==> config.mk <==
export PLATFORM = sky130hd
export DESIGN_NAME = bcd_to_binary
export DESIGN_NICKNAME = d
export VERILOG_FILES = /design/src/rtl/bcd_to_binary.sv
export SDC_FILE = /design/constraint.sdc
export NUM_CORES = 1
export LEC_CHECK = 0
export ABC_AREA = 1
export BUFFER_PORTS_ARGS = -buffer_cell sky130_fd_sc_hd__clkbuf_2
export CORE_MARGIN = 10
export CORE_UTILIZATION = 39
export DETAILED_ROUTE_END_ITERATION = 10
export HOLD_SLACK_MARGIN = 0.1
export PLACE_DENSITY = 0.68
export RECOVER_POWER = 100
export SYNTH_ARGS = -nofsm -noshare
export SYNTH_HDL_FRONTEND = slang
export SYNTH_SLANG_ARGS = --single-unit
==> constraint.sdc <==
create_clock -name clk -period 2.35 [get_ports clk]
set_input_delay 0.47 -clock clk [delete_from_list [all_inputs] [get_ports clk]]
set_output_delay 0.47 -clock clk [all_outputs]
set_load 0.03 [all_outputs]
==> src/rtl/bcd_to_binary.sv <==
// bcd_to_binary: converts a four-digit BCD operand plus sign into a binary
// magnitude with reverse double-dabble. Each CONV iteration shifts
// {bcd, bin} right by one bit and then corrects any BCD nibble >= 8 by
// subtracting 3. Results are registered on the edge that leaves FIN, and
// done pulses for one cycle when they change.
module bcd_to_binary #(
  parameter int BIN_W    = 14,
  parameter int N_DIGITS = 4
) (
  input  logic             clk,
  input  logic             rst,
  input  logic             start,
  input  logic [3:0]       thous,
  input  logic [3:0]       hunds,
  input  logic [3:0]       tens,
  input  logic [3:0]       ones,
  input  logic             neg,
  output logic [BIN_W-1:0] number,
  output logic             f,
  output logic             busy,
  output logic             done,
  output logic             err
);

  localparam int BCD_W = 4 * N_DIGITS;
  localparam int CW    = $clog2(BIN_W + 1);

  localparam logic [1:0] IDLE = 2'd0;
  localparam logic [1:0] CONV = 2'd1;
  localparam logic [1:0] FIN  = 2'd2;

  logic [1:0]       state_q, state_d;
  logic [BCD_W-1:0] bcd_q, bcd_d;
  logic [BIN_W-1:0] bin_q, bin_d;
  logic [CW-1:0]    cnt_q, cnt_d;
  logic             sign_q, sign_d;
  logic             eflag_q, eflag_d;
  logic [BIN_W-1:0] number_q;
  logic             f_q, busy_q, done_q, err_q;

  logic [BCD_W+BIN_W-1:0] cat_sh;
  logic [BCD_W-1:0]       bcd_sh;
  logic [BIN_W-1:0]       bin_sh;
  logic                   bad_digit;

  assign bad_digit = (thous > 4'd9) || (hunds > 4'd9) ||
                     (tens  > 4'd9) || (ones  > 4'd9);

  // One reverse double-dabble step: shift right, then per-nibble correction.
  always_comb begin
    cat_sh = {bcd_q, bin_q} >> 1;
    bcd_sh = cat_sh[BCD_W+BIN_W-1:BIN_W];
    bin_sh = cat_sh[BIN_W-1:0];
    for (int i = 0; i < N_DIGITS; i++) begin
      if (bcd_sh[4*i+3]) bcd_sh[4*i +: 4] = bcd_sh[4*i +: 4] - 4'd3;
    end
  end

  // Next-state logic for the control FSM and the working registers.
  always_comb begin
    state_d = state_q;
    bcd_d   = bcd_q;
    bin_d   = bin_q;
    cnt_d   = cnt_q;
    sign_d  = sign_q;
    eflag_d = eflag_q;
    case (state_q)
      IDLE: begin
        if (start) begin
          bcd_d   = BCD_W'({thous, hunds, tens, ones});
          bin_d   = '0;
          cnt_d   = '0;
          sign_d  = neg;
          eflag_d = bad_digit;
          state_d = bad_digit ? FIN : CONV;
        end
      end
      CONV: begin
        bcd_d = bcd_sh;
        bin_d = bin_sh;
        cnt_d = cnt_q + 1'b1;
        if (cnt_q == CW'(BIN_W - 1)) state_d = FIN;
      end
      FIN:     state_d = IDLE;
      default: state_d = IDLE;
    endcase
  end

  // Working registers; async reset also aborts any conversion in flight.
  always_ff @(posedge clk or posedge rst) begin
    if (rst) begin
      state_q <= IDLE;
      bcd_q   <= '0;
      bin_q   <= '0;
      cnt_q   <= '0;
      sign_q  <= 1'b0;
      eflag_q <= 1'b0;
    end else begin
      state_q <= state_d;
      bcd_q   <= bcd_d;
      bin_q   <= bin_d;
      cnt_q   <= cnt_d;
      sign_q  <= sign_d;
      eflag_q <= eflag_d;
    end
  end

  // Result registers: updated only on the edge leaving FIN; busy tracks CONV/FIN.
  always_ff @(posedge clk or posedge rst) begin
    if (rst) begin
      number_q <= '0;
      f_q      <= 1'b0;
      err_q    <= 1'b0;
      done_q   <= 1'b0;
      busy_q   <= 1'b0;
    end else begin
      busy_q <= (state_d != IDLE);
      done_q <= (state_q == FIN);
      if (state_q == FIN) begin
        err_q    <= eflag_q;
        number_q <= eflag_q ? '0 : bin_q;
        // Negative zero is reported as positive.
        f_q      <= ~eflag_q & sign_q & (bin_q != '0);
      end
    end
  end

  assign number = number_q;
  assign f      = f_q;
  assign err    = err_q;
  assign done   = done_q;
  assign busy   = busy_q;

endmodule

==> impl_metrics.json <==
{
  "status": "completed",
  "ctsLongestPathBuffers": 2,
  "finalMaxSlewViolations": 0,
  "postCtsSetupRepairBufs": 0,
  "drive_gt1_frac": 0.0942,
  "rsz0062_at_grt": "false",
  "min_from": "neg",
  "end_kind": "flop",
  "finalSetupViolCount": 0,
  "layout_common_cells": "nand2_1 (70), dfrtp_1 (56), inv_1 (39)",
  "wl_per_cell_um": 13.4,
  "r2r_slack_ns": 0.66,
  "power.density_nw_per_um2": 1020,
  "crit_family": "simple AND/OR/NAND/NOR gates",
  "nNetsFinal": 353,
  "grt.overflow.total": 0,
  "drv_cap": 0,
  "crit_cells": 6,
  "p_leak_uw": 0.00138,
  "die_area_um2": 9980,
  "critPathLaunchType": "flop",
  "drt-pass1-iter-count": 4,
  "synthCells": 290,
  "grt_antenna_before_repair": 0,
  "ios": 38,
  "worstMarginPinSlew_ns": 1.06,
  "die_w_um": 99.9,
  "whs_endpoint": "sign_q$_DFFE_PP0P_",
  "required_ns": 2.61,
  "syn_area_um2": 2490,
  "grt_pass1_wl_um": 9370,
  "cts_resized": 0,
  "cp_max_fo": 17,
  "worstReg2RegStart": "state_q[0]$_DFF_PP0_",
  "fmax_mhz": 593,
  "clk_pin_slew_ns": 0.10,
  "multi_input_area_um2": 886,
  "numCtsBuffers": 5,
  "reg2reg_to": "f$_DFFE_PP0P_",
  "fin_worst_skew_ns": 0.0134,
  "cts_tree": "done",
  "synth_fp_nets": 315,
  "hp-class": "in2reg",
  "clk_latency_ns": 0.32,
  "reg2reg_depth": 6,
  "fin_crit_sh": 0.717,
  "path_common_cell": "nand2_1",
  "postRouteAntennaNets": 0,
  "hold_depth": 3,
  "peakVddDrop_mv": 0.473,
  "cts_root_buffer": "clkbuf_8",
  "cp.arrival_ns": 1.94,
  "start_util": 0.397,
  "max-slew-margin-rel": 0.290,
  "drc": 0,
  "viasPerCell": 5.00,
  "row_count": 29,
  "drt-total-wl_um": 5430,
  "slowest_stage": "or2_1",
  "die_h_um": 99.9,
  "first_global_vias": 1997,
  "final_common_cell": "nand2_1",
  "coreArea_um2": 6280,
  "worstPathCellList": "inv_1 > nand2_1 > or2_1 > nor2_1 > nand2_1 > nand2_1",
  "fin_crit_ns": 1.69,
  "grtUsageTotal": 0.113,
  "gp_congestion": 0.801,
  "synth.yosys.warnings": 0,
  "dp.final_hpwl_um": 4040,
  "synth_seq_cells": 56,
  "critPathKind": "reg2reg",
  "whs_ns": 0.359,
  "ys_seq_area_frac": 0.563,
  "cts_max_level": 2,
  "vias": 2029,
  "synth.avg_cell_area_um2": 8.59,
  "cts_sinks": 56,
  "cpPeakStageDelay_ns": 0.52,
  "synth_cell_types": 19,
  "timing_hold_violations_final": 0,
  "fin_tns_setup_ns": 0,
  "io_buffers": 37,
  "drt_iter0_markers": 102,
  "grt_max_degree": 31,
  "cp_num_buf_inv": 1,
  "final-seq-area_um2": 1400,
  "n_fill_cell": 648,
  "area_growth_pct": 12.9,
  "ctsHoldBuffers": 0,
  "n_antenna_cell": 0
}
worst register-to-register path: stages (launching register included):
cell	delay, ns
dfrtp_1	0.41
inv_1	0.09
nand2_1	0.34
or2_1	0.52
nor2_1	0.16
nand2_1	0.06
nand2_1	0.05
routing by layer:
layer,GRT usage,part of all wire,wire (µm),vias up
met5,0,0,0,-
met4,0.0276,0.0066,36,0
met3,0.0440,0.084,455,5
met2,0.163,0.43,2340,59
met1,0.154,0.48,2600,954
li1,-,-,-,1011
worst max path at each step:
stage	from	to	slack [ns]
2_1_floorplan	rst	bcd_q[0]$_DFFE_PP0P_	0.51
3_3_place_gp	start	bcd_q[3]$_DFFE_PP0P_	0.92
3_5_place_dp	start	bcd_q[3]$_DFFE_PP0P_	0.86
4_1_cts	state_q[0]$_DFF_PP0_	number[5]$_DFFE_PP0P_	0.85
5_1_grt	rst	bin_q[9]$_DFFE_PP0P_	0.37
6_report	state_q[0]$_DFF_PP0_	f$_DFFE_PP0P_	0.66
cells in the mapped netlist:
| cell | n | area (µm²) |
|---|---|---|
| a21oi_1 | 8 | 40.0 |
| a22oi_1 | 1 | 7.51 |
| buf_2 | 8 | 40.0 |
| buf_6 | 1 | 11.3 |
| clkbuf_1 | 1 | 3.75 |
| dfrtp_1 | 56 | 1400 |
| ha_1 | 5 | 62.6 |
| inv_1 | 37 | 139 |
| inv_2 | 2 | 7.51 |
| nand2_1 | 69 | 259 |
| nand2_2 | 1 | 6.26 |
| nand3_1 | 15 | 75.1 |
| nand4_1 | 1 | 6.26 |
| nor2_1 | 28 | 105 |
| o211ai_1 | 8 | 60.1 |
| o21a_1 | 1 | 7.51 |
| o21ai_0 | 33 | 165 |
| o22ai_1 | 14 | 87.6 |
| or2_1 | 1 | 6.26 |
where the power goes:
| part | switching [µW] | total (µW) | internal [µW] | leakage, µW |
|---|---|---|---|---|
| combinational | 657 | 964 | 307 | 0.000600 |
| clock | 334 | 549 | 215 | 0.0000485 |
| sequential | 152 | 1350 | 1190 | 0.000733 |
final cells by class:
| cell class | count | share of cell area |
|---|---|---|
| multi-input cells | 185 | 0.315 |
| clock inverters | 3 | 0.00801 |
| inverters | 39 | 0.0521 |
| clock buffers | 5 | 0.0245 |
| flip-flops and latches | 56 | 0.498 |
| well taps | 77 | 0.0343 |
| repair buffers | 41 | 0.0676 |
sequential cells by signal (all words and copies together), names as in the netlist:
register,cells
eflag_q,1
sign_q,1
done,1
bcd_q,16
busy,1
state_q,2
err,1
f,1
cnt_q,4
number,14
bin_q,14
stage by stage:
stage / cells / setup slack (ns) / instance area, µm² / utilization / power [µW]
6_report: 406 / 0.664 / 2810 / 0.448 / 2860
5_1_grt: 406 / 0.369 / 2810 / 0.448 / 3110
4_1_cts: 406 / 0.849 / 2850 / 0.454 / 2900
3_5_place_dp: 398 / 0.862 / 2760 / 0.440 / 2360
3_3_place_gp: 398 / 0.922 / 2760 / 0.440 / 2330
2_1_floorplan: 290 / 0.509 / 2490 / - / 2100
logic make-up after synthesis:
| kind of cell | Yosys count | synth area share |
|---|---|---|
| AO/OA/AOI/OAI | 65 | 0.148 |
| adder cells (fa/ha/maj) | 5 | 0.0251 |
| flip-flops | 56 | 0.563 |
| buffers and inverters | 49 | 0.0809 |
| AND/OR/NAND/NOR | 115 | 0.184 |
Power figures use the tool's default switching activity.
